==> src/rtl/rtc_bus_sequencer_pkg.sv <==
// Package: rtc_bus_sequencer_pkg
// Shared definitions for the RTC bus sequencer and the firmware-facing blocks
// that sit on the same PicoBlaze port bus.
//  - Default PicoBlaze port ids for the sequencer register map
//  - FSM state encodings
//  - CMD and STAT bit positions, plus a helper that packs the STAT byte
package rtc_bus_sequencer_pkg;

    // Default port map.
    localparam logic [7:0] DEF_PORT_ADDR  = 8'h01;
    localparam logic [7:0] DEF_PORT_DATA  = 8'h02;
    localparam logic [7:0] DEF_PORT_CMD   = 8'h03;
    localparam logic [7:0] DEF_PORT_STAT  = 8'h04;
    localparam logic [7:0] DEF_PORT_RDATA = 8'h05;

    // Bus-cycle FSM encodings.
    localparam int unsigned STATE_W    = 3;
    localparam logic [2:0]  ST_IDLE    = 3'd0;
    localparam logic [2:0]  ST_A_PULSE = 3'd1;
    localparam logic [2:0]  ST_A_GAP   = 3'd2;
    localparam logic [2:0]  ST_D_PULSE = 3'd3;
    localparam logic [2:0]  ST_D_GAP   = 3'd4;

    // CMD register bits.
    localparam int unsigned CMD_START_BIT = 0;
    localparam int unsigned CMD_READ_BIT  = 1;

    // STAT register bits.
    localparam int unsigned STAT_BUSY_BIT    = 0;
    localparam int unsigned STAT_DONE_BIT    = 1;
    localparam int unsigned STAT_OVERRUN_BIT = 2;

    // Pin bundle driven by the FSM output decode.
    typedef struct packed {
        logic cs_n;
        logic rd_n;
        logic wr_n;
        logic ad_sel;
        logic ad_oe;
    } rtc_pins_t;

    localparam rtc_pins_t PINS_IDLE = '{cs_n: 1'b1, rd_n: 1'b1, wr_n: 1'b1,
                                        ad_sel: 1'b1, ad_oe: 1'b0};

    function automatic logic [7:0] stat_byte(input logic overrun, input logic done,
                                             input logic busy);
        logic [7:0] s;
        s = 8'h00;
        s[STAT_OVERRUN_BIT] = overrun;
        s[STAT_DONE_BIT]    = done;
        s[STAT_BUSY_BIT]    = busy;
        return s;
    endfunction

endpackage

==> src/rtl/rtc_bus_sequencer_phase_timer.sv <==
// Module: rtc_bus_sequencer_phase_timer
// Down-counter that times one bus phase. Loading value N makes 'expired' rise
// N cycles later, so loading (length - 1) gives a phase of exactly 'length' cycles.
// Ports:
//  clk         in   system clock
//  reset       in   synchronous active-high reset
//  load        in   reload the counter with load_value
//  load_value  in   8-bit reload value
//  expired     out  high while the count is zero
module rtc_bus_sequencer_phase_timer (
    input  logic       clk,
    input  logic       reset,
    input  logic       load,
    input  logic [7:0] load_value,
    output logic       expired
);

    logic [7:0] cnt_q;

    always_ff @(posedge clk) begin
        if (reset) begin
            cnt_q <= 8'h00;
        end else if (load) begin
            cnt_q <= load_value;
        end else if (cnt_q != 8'h00) begin
            cnt_q <= cnt_q - 8'h01;
        end
    end

    assign expired = (cnt_q == 8'h00);

endmodule

==> src/rtl/rtc_bus_sequencer.sv <==
// Module: rtc_bus_sequencer
// PicoBlaze I/O-port slave that runs complete address-then-data cycles on the
// external RTC's multiplexed A/D bus. Firmware loads ADDR/DATA, writes CMD,
// polls STAT and reads RDATA; all pin timing is generated here.
// Ports:
//  clk, reset                         clock and synchronous active-high reset
//  port_id, write_strobe, out_port    kcpsm3 output port bus
//  read_strobe                        kcpsm3 input strobe (not needed internally)
//  in_port                            read mux on port_id (STAT, RDATA, else 0)
//  rtc_ad_in                          A/D bus read-back from the top-level tristate
//  rtc_ad_out, rtc_ad_oe              A/D bus drive value and enable
//  rtc_ad_sel                         0 = address phase, 1 = data phase
//  rtc_cs_n, rtc_rd_n, rtc_wr_n       active-low RTC strobes
module rtc_bus_sequencer
    import rtc_bus_sequencer_pkg::*;
#(
    parameter int unsigned T_PULSE    = 10,
    parameter int unsigned T_GAP      = 5,
    parameter logic [7:0]  PORT_ADDR  = DEF_PORT_ADDR,
    parameter logic [7:0]  PORT_DATA  = DEF_PORT_DATA,
    parameter logic [7:0]  PORT_CMD   = DEF_PORT_CMD,
    parameter logic [7:0]  PORT_STAT  = DEF_PORT_STAT,
    parameter logic [7:0]  PORT_RDATA = DEF_PORT_RDATA
) (
    input  logic       clk,
    input  logic       reset,
    input  logic [7:0] port_id,
    input  logic       write_strobe,
    input  logic       read_strobe,
    input  logic [7:0] out_port,
    output logic [7:0] in_port,
    input  logic [7:0] rtc_ad_in,
    output logic [7:0] rtc_ad_out,
    output logic       rtc_ad_oe,
    output logic       rtc_ad_sel,
    output logic       rtc_cs_n,
    output logic       rtc_rd_n,
    output logic       rtc_wr_n
);

    // Timer reload values: a phase of length L loads L-1.
    localparam logic [7:0] PULSE_LOAD = 8'(T_PULSE - 1);
    localparam logic [7:0] GAP_LOAD   = 8'(T_GAP - 1);

    logic [STATE_W-1:0] state_q, state_d;
    logic [7:0]         addr_q, data_q;
    logic [7:0]         addr_sh_q, data_sh_q;
    logic [7:0]         rdata_q;
    logic               rw_q;
    logic               busy_q, done_q, overrun_q;

    logic               tmr_load;
    logic [7:0]         tmr_value;
    logic               tmr_expired;

    logic               addr_write, data_write, cmd_start, cmd_accept;
    logic               cycle_end, read_sample;
    rtc_pins_t          pins;

    // The kcpsm3 input strobe carries no information this block needs.
    logic               unused_read_strobe;
    assign unused_read_strobe = read_strobe;

    assign addr_write = write_strobe && (port_id == PORT_ADDR);
    assign data_write = write_strobe && (port_id == PORT_DATA);
    assign cmd_start  = write_strobe && (port_id == PORT_CMD) && out_port[CMD_START_BIT];
    assign cmd_accept = cmd_start && (state_q == ST_IDLE);

    assign cycle_end   = (state_q == ST_D_GAP) && tmr_expired;
    assign read_sample = (state_q == ST_D_PULSE) && tmr_expired && rw_q;

    rtc_bus_sequencer_phase_timer u_phase_timer (
        .clk        (clk),
        .reset      (reset),
        .load       (tmr_load),
        .load_value (tmr_value),
        .expired    (tmr_expired)
    );

    // Next-state logic; the timer is reloaded on every state entry.
    always_comb begin
        state_d   = state_q;
        tmr_load  = 1'b0;
        tmr_value = PULSE_LOAD;
        case (state_q)
            ST_IDLE: begin
                if (cmd_accept) begin
                    state_d   = ST_A_PULSE;
                    tmr_load  = 1'b1;
                    tmr_value = PULSE_LOAD;
                end
            end
            ST_A_PULSE: begin
                if (tmr_expired) begin
                    state_d   = ST_A_GAP;
                    tmr_load  = 1'b1;
                    tmr_value = GAP_LOAD;
                end
            end
            ST_A_GAP: begin
                if (tmr_expired) begin
                    state_d   = ST_D_PULSE;
                    tmr_load  = 1'b1;
                    tmr_value = PULSE_LOAD;
                end
            end
            ST_D_PULSE: begin
                if (tmr_expired) begin
                    state_d   = ST_D_GAP;
                    tmr_load  = 1'b1;
                    tmr_value = GAP_LOAD;
                end
            end
            ST_D_GAP: begin
                if (tmr_expired) begin
                    state_d = ST_IDLE;
                end
            end
            default: begin
                state_d = ST_IDLE;
            end
        endcase
    end

    always_ff @(posedge clk) begin
        if (reset) begin
            state_q   <= ST_IDLE;
            addr_q    <= 8'h00;
            data_q    <= 8'h00;
            addr_sh_q <= 8'h00;
            data_sh_q <= 8'h00;
            rdata_q   <= 8'h00;
            rw_q      <= 1'b0;
            busy_q    <= 1'b0;
            done_q    <= 1'b0;
            overrun_q <= 1'b0;
        end else begin
            state_q <= state_d;

            if (addr_write) begin
                addr_q <= out_port;
            end
            if (data_write) begin
                data_q <= out_port;
            end

            // Shadows decouple the running cycle from later ADDR/DATA writes.
            if (cmd_accept) begin
                addr_sh_q <= addr_q;
                data_sh_q <= data_q;
                rw_q      <= out_port[CMD_READ_BIT];
                busy_q    <= 1'b1;
                done_q    <= 1'b0;
                overrun_q <= 1'b0;
            end else if (cmd_start) begin
                overrun_q <= 1'b1;
            end

            if (cycle_end) begin
                busy_q <= 1'b0;
                done_q <= 1'b1;
            end

            if (read_sample) begin
                rdata_q <= rtc_ad_in;
            end
        end
    end

    // Pin decode straight from the state register, so a reset returns the
    // pins to idle on the same edge that clears the FSM.
    always_comb begin
        pins       = PINS_IDLE;
        rtc_ad_out = 8'h00;
        case (state_q)
            ST_A_PULSE: begin
                pins.cs_n   = 1'b0;
                pins.wr_n   = 1'b0;
                pins.ad_sel = 1'b0;
                pins.ad_oe  = 1'b1;
                rtc_ad_out  = addr_sh_q;
            end
            ST_A_GAP: begin
                // Address stays on the bus through the gap.
                pins.ad_sel = 1'b0;
                pins.ad_oe  = 1'b1;
                rtc_ad_out  = addr_sh_q;
            end
            ST_D_PULSE: begin
                pins.cs_n = 1'b0;
                if (rw_q) begin
                    pins.rd_n = 1'b0;
                end else begin
                    pins.wr_n  = 1'b0;
                    pins.ad_oe = 1'b1;
                    rtc_ad_out = data_sh_q;
                end
            end
            default: begin
                pins = PINS_IDLE;
            end
        endcase
    end

    assign rtc_cs_n   = pins.cs_n;
    assign rtc_rd_n   = pins.rd_n;
    assign rtc_wr_n   = pins.wr_n;
    assign rtc_ad_sel = pins.ad_sel;
    assign rtc_ad_oe  = pins.ad_oe;

    always_comb begin
        in_port = 8'h00;
        if (port_id == PORT_STAT) begin
            in_port = stat_byte(overrun_q, done_q, busy_q);
        end else if (port_id == PORT_RDATA) begin
            in_port = rdata_q;
        end
    end

endmodule

==> config.mk <==
export PLATFORM = sky130hd
export DESIGN_NAME = rtc_bus_sequencer
export DESIGN_NICKNAME = d
export VERILOG_FILES = /design/src/rtl/rtc_bus_sequencer_pkg.sv /design/src/rtl/rtc_bus_sequencer_phase_timer.sv /design/src/rtl/rtc_bus_sequencer.sv
export SDC_FILE = /design/constraint.sdc
export NUM_CORES = 1
export LEC_CHECK = 0
export CAP_MARGIN = 20
export CORE_ASPECT_RATIO = 1.2
export CORE_MARGIN = 1.5
export CORE_UTILIZATION = 45
export CTS_CLUSTER_DIAMETER = 50
export CTS_CLUSTER_SIZE = 24
export DETAILED_ROUTE_END_ITERATION = 8
export DONT_BUFFER_PORTS = 1
export HOLD_SLACK_MARGIN = 0.02
export SLEW_MARGIN = 20
export SYNTH_ARGS = -nofsm -noshare
export SYNTH_HDL_FRONTEND = slang
export SYNTH_SLANG_ARGS = --single-unit
==> constraint.sdc <==
create_clock -name clk -period 2.8 [get_ports clk]
set_clock_uncertainty 0.1 [all_clocks]
set_input_delay 0.42 -clock clk [delete_from_list [all_inputs] [get_ports clk]]
set_output_delay 0.42 -clock clk [all_outputs]
set_load 0.02 [all_outputs]
==> metrics.cfg <==
[clock_network]
cts_buffers = 5
clk_pin_slew_ns = 0.11
clock_latency_ns = 0.31
cts_tree = yes
clkSinkCount = 55
cts_root_buffer = clkbuf_8
cts_setup_buffers = 0
cts-resized-gates = 0
cts_buffer_depth = 2
htree_levels = 2
holdBufCountCts = 0

[final_layout]
syn_to_final_growth_pct = 8.11
diodes = 0
final_nets = 303
layout-drive-gt1-share_pct = 7.27
fillers = 496

[logic_synthesis]
avgSynthCellArea_sq_um = 8.73
ys_seq_area_share_pct = 46.0
synth_nets = 303
ys_ff_latch = 55
ys_top_cells_by_area = dfxtp_1 (46%), mux2i_1 (12%), nor2_1 (6.6%)
yosysWarnings = 0
synth_cell_types = 41
netlist_instances = 274
ys.flop_type = dfxtp_1
synth_top_cell_area_share_pct = 46.0
synth-edff-count = 0
async_reset_ff_share_pct = 0
syn_area_sq_um = 2390
netlist.top_cell.by_area = dfxtp_1

[setup_path]
reg2reg_depth = 6
worstPathArrival_ns = 2.07
crit-reg2reg-launch = u_phase_timer.cnt_q[0]
cp-start-kind = flop
crit_type = reg2out
r2r-end = rdata_q[6]
worstPathMaxFanout = 7
end_kind = primary output
cp.required_ns = 2.28
ff2ff_setup_slack_ns = 0.54

[routing]
via_count = 1861
drt-total-wl_microns = 5070
routed_via_density = 5.56
wire_per_inst_microns = 15.1
route.detailed.drc = 0
drtAntennaViolNets = 0
first_pass_iters = 4
drtIter0Drc = 144

[placement]
port_buffers = 0
detailed_place_hpwl_microns = 3420
place_congestion = 0.753
pre_cts_ws_ns = 0.414

[die]
rows = 28
io_pins = 49
dieArea_sq_um = 5760
core_area_sq_um = 5010
die_h_microns = 82.9
start_util_pct = 47.8
die_w_microns = 69.6

[power_and_ir_drop]
p_total_mw = 1.85
power_density_nw_per_um2 = 713
ir_drop_v = 0.000319
leakage_nw = 1.02

[sta]
fmax_ghz = 0.386
rsz0062_at_grt = false
slew_headroom_pct = 56.6
maxSlewViolCount = 0
hold_viol = 0
fin_ws_ns = 0.208
layout_min_cycle_time_ns = 2.59
worst_slew_pin_slew_ns = 0.644
holdWs_ns = 0.0568
setup_viol = 0
final.period_utilization_pct = 92.6
setup_tns_ns = 0

[global_route]
antenna_found_initial = 0
grt_remaining_overflow = 0
grt_max_degree = 50
track_usage_pct = 17.8
first_global_vias = 1691
grt_first_pass_wirelength_microns = 8300

[hold_path]
worstHoldStart = reset
holdPathStages = 1
whs_endpoint = state_q[2]
hold_path.class = in2reg

[outcome]
status = finished clean

[job]
max_cap_viol_count = 0

[metal layers]
layer	GRT usage, %	routed length (microns)
met2	27.9	2400
met3	5.58	319
met1	23.3	2290
met5	0	0
met4	5.53	70
[state kept, by name (all words and copies together), names as in the netlist]
signal               cells
addr_q                   8
addr_sh_q                8
busy_q                   1
data_q                   8
data_sh_q                8
done_q                   1
overrun_q                1
rdata_q                  8
rw_q                     1
state_q                  3
u_phase_timer.cnt_q      8
[cells in the mapped netlist, types with 2 or more instances]
cell      instances
dfxtp_1          55
nand3_1           4
or4_1             3
o21ai_0           4
o31ai_1           2
nand4b_1          2
nor3_1            5
nor3b_1           2
clkbuf_1          9
nor4_1            3
a21oi_1          26
or3_1             2
a22o_1            8
mux2i_1          29
xnor2_1           2
inv_1             4
nor2_1           42
nand2_1          38
and2_1            6
a31oi_1           2
buf_2             4
nor2b_1           3
[final cells by class]
type / instances / area [sq um] / share of cell area (%)
Multi-Input combinational cell: 201 / 1220 / 47.2
Sequential cell: 55 / 1100 / 42.6
Clock buffer: 6 / 82.6 / 3.19
Tap cell: 60 / 75.1 / 2.90
Timing Repair Buffer: 7 / 52.6 / 2.03
Clock inverter: 2 / 38.8 / 1.50
Inverter: 4 / 15.0 / 0.581
[worst max-delay path, cell delays in order, from the launching register on]
cell     delay [ns]
dfxtp_1        0.49
nor2b_1        0.41
nand2_1        0.13
nor2_1         0.26
buf_4          0.21
a22o_1         0.26
[cells by family after synthesis]
kind of cell | share of synthesized area, %
AOI/OAI and AO/OA | 11.7
xor gates and xnor gates | 1.10
adders and majority gates | 0.523
buffers and inverters | 3.03
DFF | 46.0
muxes | 12.6
and+or+nand+nor | 25.1
[per-stage QoR]
step / area, sq um / std cells / util [%]
final: 2590 / 335 / 51.6
after CTS: 2580 / 335 / 51.6
after floorplan: 2390 / 274 / -
after detailed placement: 2460 / 327 / 49.2
after global routing: 2590 / 335 / 51.6
after global placement: 2460 / 327 / 49.2
[power by group]
group / leakage, nW / internal (mW) / switching, mW / total (mW)
Clock: 0.0618 / 0.295 / 0.268 / 0.563
Combinational: 0.513 / 0.184 / 0.210 / 0.394
Sequential: 0.444 / 0.830 / 0.0586 / 0.889
[cells in the final DEF, fill, tap and decap left out, types with 2 or more instances in the layout]
cell type and instances:
nand3_1 4, a22o_1 8, or4_1 3, buf_4 7, inv_1 4, and2_1 6, clkbuf_8 6, o21ai_0 4
nand2_1 38, or3_1 2, nand4b_1 2, o31ai_1 2, nor3_1 5, nor3b_1 2, mux2i_1 29, a31oi_1 2
nor4_1 3, dfxtp_1 55, nor2_1 41, xnor2_1 2, a21oi_1 26, nor2b_1 3
[how the worst max path moves through the flow]
stage,start,endpoint,slack (ns),cells past startpoint
after floorplan,port_id[5],in_port[0],0.45,3
after global placement,port_id[5],in_port[0],0.42,3
after detailed placement,port_id[5],in_port[2],0.41,3
after CTS,state_q[1],rtc_ad_oe,0.12,4
after global routing,state_q[0],rtc_ad_out[1],0.03,5
final,state_q[0],rtc_ad_out[4],0.21,5
Note: power is estimated with default switching activity, not from simulation.
